`src/rtl/hdp_frame_streamer_if.sv`:
```
// HDP frame streamer bus: FIFO pop side, HDP panel side and control/status.
// Pure wiring; no latency of its own.
// The FIFO pop strobe is the only backpressure path; panel outputs are never stalled.
`timescale 1ns/1ps
interface hdp_frame_streamer_if #(
  parameter int DATA_WIDTH = 32,
  parameter int LINES      = 1280
);
  localparam int LW = $clog2(LINES) + 1;

  // control / status
  logic                  i_enable;
  logic                  i_clearStatus;
  logic                  o_underflow;
  // first-word-fall-through FIFO head
  logic [DATA_WIDTH-1:0] i_fifoData;
  logic                  i_fifoEmpty;
  logic                  o_fifoRead;
  // HDP panel bus
  logic [DATA_WIDTH-1:0] o_lcdData;
  logic                  o_valid;
  logic                  o_update;
  logic                  o_sync;
  logic                  o_invert;
  logic [LW-1:0]         o_lineCount;
  logic                  o_frameDone;

  // streamer side
  modport master (
    input  i_enable, i_clearStatus, i_fifoData, i_fifoEmpty,
    output o_underflow, o_fifoRead, o_lcdData, o_valid, o_update,
           o_sync, o_invert, o_lineCount, o_frameDone
  );

  // environment side (FIFO + panel + controller)
  modport slave (
    output i_enable, i_clearStatus, i_fifoData, i_fifoEmpty,
    input  o_underflow, o_fifoRead, o_lcdData, o_valid, o_update,
           o_sync, o_invert, o_lineCount, o_frameDone
  );
endinterface

```
`src/rtl/hdp_frame_streamer.sv`:
```
// HDP panel frame streamer: pops FWFT FIFO words and frames them as lines/blanking/back porch.
// Latency 1: a pop at cycle n shows on o_lcdData/o_valid/o_update/o_sync at n+1.
// Empty FIFO in an active line stalls all counters (sticky o_underflow); HDP_INVERT_TOGGLE_EN adds per-frame o_invert toggling.
`timescale 1ns/1ps
module hdp_frame_streamer #(
  parameter int DATA_WIDTH     = 32,
  parameter int LINE_PACKETS   = 40,
  parameter int BLANK_PACKETS  = 4,
  parameter int LINES          = 1280,
  parameter int BACK_PORCH     = 24,
  parameter int UPDATE_PACKETS = 28
) (
  input  logic                  i_clock,
  input  logic                  i_reset,
  hdp_frame_streamer_if.master  bus
);

  localparam int FRAME_SLOTS = LINES * (LINE_PACKETS + BLANK_PACKETS) + BACK_PORCH;
  localparam int SW          = $clog2(FRAME_SLOTS + 1);
  localparam int LW          = $clog2(LINES) + 1;
  // one counter serves data, blank and porch phases, so size it for the longest
  localparam int PMAX_A      = (LINE_PACKETS > BLANK_PACKETS) ? LINE_PACKETS : BLANK_PACKETS;
  localparam int PMAX        = (PMAX_A > BACK_PORCH) ? PMAX_A : BACK_PORCH;
  localparam int PW          = $clog2(PMAX + 1);

  localparam logic [PW-1:0] LAST_DATA  = PW'(LINE_PACKETS - 1);
  localparam logic [PW-1:0] LAST_BLANK = PW'(BLANK_PACKETS - 1);
  localparam logic [PW-1:0] LAST_PORCH = PW'(BACK_PORCH - 1);
  localparam logic [LW-1:0] LAST_LINE  = LW'(LINES - 1);
  localparam logic [SW-1:0] UPD_SLOTS  = SW'(UPDATE_PACKETS);

  typedef enum logic [1:0] {
    S_IDLE       = 2'd0,
    S_ACTIVE     = 2'd1,
    S_LINE_BLANK = 2'd2,
    S_BACK_PORCH = 2'd3
  } state_t;

  state_t                state_q, state_d;
  logic [PW-1:0]         pkt_q, pkt_d;
  logic [LW-1:0]         line_q, line_d;
  logic [SW-1:0]         slot_q, slot_d;
  logic [DATA_WIDTH-1:0] lcd_q, lcd_d;
  logic                  valid_q, valid_d;
  logic                  update_q, update_d;
  logic                  sync_q, sync_d;
  logic                  done_q, done_d;
  logic                  underflow_q, underflow_d;
  logic                  fifo_read;

  // Next state, counter advance and next output beat for the current slot.
  always_comb begin
    state_d     = state_q;
    pkt_d       = pkt_q;
    line_d      = line_q;
    slot_d      = slot_q;
    lcd_d       = lcd_q;
    valid_d     = 1'b0;
    update_d    = 1'b0;
    sync_d      = 1'b0;
    done_d      = 1'b0;
    fifo_read   = 1'b0;
    underflow_d = underflow_q & ~bus.i_clearStatus;

    case (state_q)
      S_IDLE: begin
        pkt_d  = '0;
        line_d = '0;
        slot_d = '0;
        if (bus.i_enable) begin
          state_d = S_ACTIVE;
        end
      end

      S_ACTIVE: begin
        if (!bus.i_fifoEmpty) begin
          fifo_read = 1'b1;
          lcd_d     = bus.i_fifoData;
          valid_d   = 1'b1;
          update_d  = (slot_q < UPD_SLOTS);
          sync_d    = (line_q == '0) && (pkt_q == '0);
          slot_d    = slot_q + SW'(1);
          if (pkt_q == LAST_DATA) begin
            pkt_d   = '0;
            state_d = S_LINE_BLANK;
          end else begin
            pkt_d = pkt_q + PW'(1);
          end
        end else begin
          // stall: counters and panel data frozen, beat suppressed
          underflow_d = 1'b1;
        end
      end

      S_LINE_BLANK: begin
        lcd_d    = '0;
        update_d = (slot_q < UPD_SLOTS);
        slot_d   = slot_q + SW'(1);
        if (pkt_q == LAST_BLANK) begin
          pkt_d   = '0;
          line_d  = line_q + LW'(1);
          state_d = (line_q == LAST_LINE) ? S_BACK_PORCH : S_ACTIVE;
        end else begin
          pkt_d = pkt_q + PW'(1);
        end
      end

      S_BACK_PORCH: begin
        lcd_d    = '0;
        update_d = (slot_q < UPD_SLOTS);
        if (pkt_q == LAST_PORCH) begin
          // enable is only looked at here, so a frame always runs to completion
          done_d  = 1'b1;
          pkt_d   = '0;
          line_d  = '0;
          slot_d  = '0;
          state_d = bus.i_enable ? S_ACTIVE : S_IDLE;
        end else begin
          pkt_d  = pkt_q + PW'(1);
          slot_d = slot_q + SW'(1);
        end
      end

      default: begin
        state_d = S_IDLE;
      end
    endcase

    // no pop may leave the FIFO in a cycle that is being reset
    if (i_reset) begin
      fifo_read = 1'b0;
    end
  end

  // State register.
  always_ff @(posedge i_clock) begin
    if (i_reset) begin
      state_q <= S_IDLE;
    end else begin
      state_q <= state_d;
    end
  end

  // Counters, registered panel beat and sticky underflow.
  always_ff @(posedge i_clock) begin
    if (i_reset) begin
      pkt_q       <= '0;
      line_q      <= '0;
      slot_q      <= '0;
      lcd_q       <= '0;
      valid_q     <= 1'b0;
      update_q    <= 1'b0;
      sync_q      <= 1'b0;
      done_q      <= 1'b0;
      underflow_q <= 1'b0;
    end else begin
      pkt_q       <= pkt_d;
      line_q      <= line_d;
      slot_q      <= slot_d;
      lcd_q       <= lcd_d;
      valid_q     <= valid_d;
      update_q    <= update_d;
      sync_q      <= sync_d;
      done_q      <= done_d;
      underflow_q <= underflow_d;
    end
  end

`ifdef HDP_INVERT_TOGGLE_EN
  logic invert_q;

  // Flip polarity on the same edge that raises o_frameDone so the next frame starts with the new value.
  always_ff @(posedge i_clock) begin
    if (i_reset) begin
      invert_q <= 1'b0;
    end else if (done_d) begin
      invert_q <= ~invert_q;
    end
  end

  assign bus.o_invert = invert_q;
`else
  assign bus.o_invert = 1'b0;
`endif

  assign bus.o_fifoRead  = fifo_read;
  assign bus.o_lcdData   = lcd_q;
  assign bus.o_valid     = valid_q;
  assign bus.o_update    = update_q;
  assign bus.o_sync      = sync_q;
  assign bus.o_lineCount = line_q;
  assign bus.o_frameDone = done_q;
  assign bus.o_underflow = underflow_q;

endmodule
```
`src/flat_wrapper.sv`:
```
// flat-port wrapper written by rule: the top's interface ports become plain ports
module hdp_frame_streamer_flat 
#(
  parameter int DATA_WIDTH     = 32,
  parameter int LINE_PACKETS   = 40,
  parameter int BLANK_PACKETS  = 4,
  parameter int LINES          = 1280,
  parameter int BACK_PORCH     = 24,
  parameter int UPDATE_PACKETS = 28
)
  (i_clock, i_reset, bus_i_enable, bus_i_clearStatus, bus_i_fifoData, bus_i_fifoEmpty, bus_o_underflow, bus_o_fifoRead, bus_o_lcdData, bus_o_valid, bus_o_update, bus_o_sync, bus_o_invert, bus_o_lineCount, bus_o_frameDone);
  hdp_frame_streamer_if #(.DATA_WIDTH(DATA_WIDTH), .LINES(LINES)) bus_i ();
  input  logic i_clock;
  input  logic i_reset;
  input wire logic [$bits(bus_i.i_enable)-1:0] bus_i_enable;
  input wire logic [$bits(bus_i.i_clearStatus)-1:0] bus_i_clearStatus;
  input wire logic [$bits(bus_i.i_fifoData)-1:0] bus_i_fifoData;
  input wire logic [$bits(bus_i.i_fifoEmpty)-1:0] bus_i_fifoEmpty;
  output wire logic [$bits(bus_i.o_underflow)-1:0] bus_o_underflow;
  output wire logic [$bits(bus_i.o_fifoRead)-1:0] bus_o_fifoRead;
  output wire logic [$bits(bus_i.o_lcdData)-1:0] bus_o_lcdData;
  output wire logic [$bits(bus_i.o_valid)-1:0] bus_o_valid;
  output wire logic [$bits(bus_i.o_update)-1:0] bus_o_update;
  output wire logic [$bits(bus_i.o_sync)-1:0] bus_o_sync;
  output wire logic [$bits(bus_i.o_invert)-1:0] bus_o_invert;
  output wire logic [$bits(bus_i.o_lineCount)-1:0] bus_o_lineCount;
  output wire logic [$bits(bus_i.o_frameDone)-1:0] bus_o_frameDone;
  assign bus_i.i_enable = bus_i_enable;
  assign bus_i.i_clearStatus = bus_i_clearStatus;
  assign bus_i.i_fifoData = bus_i_fifoData;
  assign bus_i.i_fifoEmpty = bus_i_fifoEmpty;
  assign bus_o_underflow = bus_i.o_underflow;
  assign bus_o_fifoRead = bus_i.o_fifoRead;
  assign bus_o_lcdData = bus_i.o_lcdData;
  assign bus_o_valid = bus_i.o_valid;
  assign bus_o_update = bus_i.o_update;
  assign bus_o_sync = bus_i.o_sync;
  assign bus_o_invert = bus_i.o_invert;
  assign bus_o_lineCount = bus_i.o_lineCount;
  assign bus_o_frameDone = bus_i.o_frameDone;
  hdp_frame_streamer #(.DATA_WIDTH(DATA_WIDTH), .LINE_PACKETS(LINE_PACKETS), .BLANK_PACKETS(BLANK_PACKETS), .LINES(LINES), .BACK_PORCH(BACK_PORCH), .UPDATE_PACKETS(UPDATE_PACKETS)) u_core (.i_clock(i_clock), .i_reset(i_reset), .bus(bus_i));
endmodule
```
`config.mk`:
```
export PLATFORM = sky130hd
export DESIGN_NAME = hdp_frame_streamer_flat
export DESIGN_NICKNAME = d
export VERILOG_FILES = /design/src/rtl/hdp_frame_streamer_if.sv /design/src/rtl/hdp_frame_streamer.sv /design/src/flat_wrapper.sv
export SDC_FILE = /design/constraint.sdc
export NUM_CORES = 1
export LEC_CHECK = 0
export CAP_MARGIN = 20
export CORE_ASPECT_RATIO = 0.75
export CORE_UTILIZATION = 45
export DETAILED_ROUTE_END_ITERATION = 8
export PLACE_DENSITY = 0.77
export SLEW_MARGIN = 20
export SYNTH_ARGS = -nofsm -noshare
export SYNTH_HDL_FRONTEND = slang
export SYNTH_SLANG_ARGS = --single-unit
```
`constraint.sdc`:
```
create_clock -name i_clock -period 4.9 [get_ports i_clock]
set_input_delay 0.735 -clock i_clock [delete_from_list [all_inputs] [get_ports i_clock]]
set_output_delay 0.735 -clock i_clock [all_outputs]
set_load 0.05 [all_outputs]
```
==> results.rst <==
.. list-table::
   :header-rows: 1

   * - Metric
     - Value
   * - Synthesized net count
     - 437
   * - Global-route wire length before repair
     - 12600 microns
   * - Insertion delay to the later sink of the worst-skew pair
     - 340 ps
   * - Run status
     - completed
   * - 1st-iter DRT viols
     - 184
   * - Placed cell count
     - roughly 550
   * - Number of warnings reported in the yosys synthesis log
     - 0
   * - Req. time, crit path
     - around 4200 ps
   * - Combinational family with the most area after synthesis
     - simple AND/OR/NAND/NOR gates
   * - Remaining design rule violation count
     - 0
   * - Number of max-slew violations in the final report
     - 0
   * - Final-report setup violation count
     - 0
   * - Quantity of I/O buffers inserted on ports
     - 86
   * - Worst slew margin
     - between 50 and 60%
   * - Most common flop cell mapped by yosys
     - sky130_fd_sc_hd__dfxtp_1
   * - Leading cell type in the layout, fill and taps excluded
     - sky130_fd_sc_hd__clkdlybuf4s50_1
   * - Critical-path maximum fanout
     - 3
   * - Cts-stage hold buffer count
     - 0
   * - Worst Max-Slew Pin Slew
     - between 700 and 800 ps
   * - Arrival time reported for the critical path endpoint
     - between 2000 and 2500 ps
   * - Time the worst path needs with I/O delays and setup
     - ~3000 ps
   * - Root buf cell
     - sky130_fd_sc_hd__clkbuf_8
   * - Cell row count
     - 26
   * - Gp weighted congestion
     - ~0.84
   * - Layout fillers
     - between 500 and 600
   * - Number of detailed-route iterations in the first pass
     - 4
   * - Max-cap viol count
     - 0
   * - Area share of xor/xnor cells in the synthesized design
     - approximately 5.7%
   * - Adder-cell share of the synthesized area
     - under 10%
   * - H-tree depth reported by CTS
     - 3
   * - Top cells by area, synth
     - sky130_fd_sc_hd__dfxtp_1, sky130_fd_sc_hd__nand3_1, sky130_fd_sc_hd__a21oi_1, sky130_fd_sc_hd__nand2_1, sky130_fd_sc_hd__ha_1
   * - # nets final
     - roughly 520
   * - Via count of the first global-routing pass
     - approximately 2.7k
   * - Post-synth design cell area
     - between 3000 and 4000 sq um
   * - Initial core utilization
     - a little under half
   * - Fraction of post-synthesis cell area in the top cell type by area
     - ~45%
   * - Crit end category
     - output pin
   * - Synth-to-Final Area Change
     - 35.5%
   * - Fraction of the mapped netlist area in simple logic gates
     - 26.9%
   * - Count of boundary I/O pins
     - between 80 and 90
   * - Area fraction in compound gates after synthesis
     - between 10% and 20%
   * - Netlist cell types
     - approximately 50
   * - Avg Vias per Cell
     - about 5.2
   * - Remaining antenna violation count
     - 0
   * - Flop and latch count out of synthesis
     - 73
   * - Die ar.
     - ~7500 sq um
   * - Static leakage
     - 1.52 nW
   * - Layout cells sized above 1
     - under 10%
   * - Unrepaired setup endpoints after global routing
     - false
   * - Startpoint Class
     - input pin
   * - Die boundary width
     - 99.6 microns
   * - Routed WL
     - a little under 8000 microns
   * - Area of the core
     - a little under 7000 sq um
   * - Worst IR Drop VDD
     - roughly 0.34 mV
   * - Final core utilization
     - 63.5%
   * - WL/cell
     - about 14 microns
   * - Total count of hold-check failures in the final report
     - 0
   * - Post-synthesis cell count
     - around 390
   * - Maximum clock frequency
     - 328 MHz
   * - Class of the most critical setup path
     - in2out
   * - Deepest clock path buffer count
     - 2
   * - Largest net degree at the start of global routing
     - 44
   * - Clock transition at the register clock pins on the worst setup and hold paths after CTS
     - 80 ps
   * - Post-synth EDFFs
     - 0
   * - Commonest cells after routing, fill and taps aside
     - sky130_fd_sc_hd__clkdlybuf4s50_1, sky130_fd_sc_hd__dfxtp_1, sky130_fd_sc_hd__nand2_1
   * - Total via count after detailed routing
     - roughly 3k
   * - Aggregate global routing overflow
     - 0
   * - Total clock sinks
     - between 70 and 80
   * - Final TNS setup
     - 0 ps
   * - HPWL after detailed placement
     - 5370 microns
   * - Number of antenna violations at the first check in global routing
     - 0
   * - Number of instances resized during post-cts repair
     - 0
   * - Worst clock skew
     - around 10 ps
   * - Power density relative to cell area
     - approximately 500 nW/um^2
   * - Final Non-Filler Cells
     - 570
   * - Antenna fix cells
     - 0
   * - Cell type with the highest aggregate area in the netlist
     - sky130_fd_sc_hd__dfxtp_1
   * - Hold Crit Class
     - reg2reg
   * - Total setup buffers inserted after CTS
     - 0
   * - Die height
     - between 70 and 80 microns
   * - Average cell area after synthesis
     - between 8 and 9 sq um
   * - Post-synthesis async set-or-reset flop share
     - 0%
   * - CTS tree
     - yes
   * - TritonCTS Buffers
     - 9
   * - Gr usage total
     - 21.2%
   * - Proportion of synthesized area in mux cells
     - 0.311%
   * - Crit share post-route
     - ~62%
   * - Sequential fraction of the synthesis area
     - between 40 and 50%
critical path, stage by stage:
cell and delay [ps]:
sky130_fd_sc_hd__clkdlybuf4s50_1 430, sky130_fd_sc_hd__nand2b_1 190, sky130_fd_sc_hd__nor2_1 130, sky130_fd_sc_hd__clkdlybuf4s50_1 830
area by class of cell:
type	count	area, sq um	share of cell area [%]
flip-flops and latches	73	1460	33.5
inverters	14	52.6	1.21
clock inverters	5	78.8	1.81
repair buffers	89	883	20.3
multi-input cells	280	1620	37.1
clock buffers	11	141	3.24
well taps	98	123	2.81
where the power goes:
part | switching, mW | internal, mW
Combinational | 0.633 | 0.292
Clock | 0.215 | 0.300
Sequential | 0.0566 | 0.687
worst paths after layout:
path	start	to	slack [ps]	depth (start not counted)
max	bus_i_fifoEmpty	bus_o_fifoRead	1850	4
min	u_core.bus.o_lcdData[27]	u_core.bus.o_lcdData[27]	450	2
max reg2reg	u_core.pkt_q[0]	u_core.bus.o_lineCount[7]	2450	6
min reg2reg	u_core.bus.o_lcdData[27]	u_core.bus.o_lcdData[27]	450	2
layer usage:
metal,track usage [%],vias to the layer above,routed length [microns]
li1,-,1506,-
met1,28.2,1390,3710
met2,33.0,78,3520
met3,6.31,17,475
met4,8.01,0,150
met5,0,-,0
logic make-up (layout without fill, tap and decap cells):
kind of cell	after synthesis	count (layout)
flops	73	73
compound gates	69	69
other cells	1	1
simple gates	177	177
mux	1	1
buf+inv	36	119
fa+ha+maj	11	11
xor+xnor	21	21
synthesized netlist by cell type (all sizes together) (2+ instances only):
cell type,n
clkbuf,12
xnor2,8
a21oi,42
nor2,32
nand4,6
o21ai,9
ha,11
dfxtp,73
nand2b,3
and3,5
xor2,13
nor4,9
nand3,48
a21o,3
or4,4
nand2,51
buf,10
or3,5
inv,14
o31ai,3
and2,2
nor3,4
and4,2
through the flow:
step / setup slack, ps / cell area, sq um / total power, mW / hold slack, ps
2_1_floorplan: 2380 / 3220 / 1.39 / 462
3_3_place_gp: 1880 / 4130 / 1.66 / 437
3_5_place_dp: 1860 / 4140 / 1.68 / 444
4_1_cts: 1840 / 4360 / 2.20 / 453
5_1_grt: 1730 / 4360 / 2.29 / 475
6_report: 1850 / 4360 / 2.18 / 452
sequential cells by signal, summed over array words and instances (netlist names):
register	count
u_core.bus.o_underflow	1
u_core.bus.o_lineCount	12
u_core.slot_q	16
u_core.state_q	2
u_core.bus.o_update	1
u_core.bus.o_valid	1
u_core.bus.o_lcdData	32
u_core.bus.o_sync	1
u_core.bus.o_frameDone	1
u_core.pkt_q	6
(Power assumes the default switching activity.)
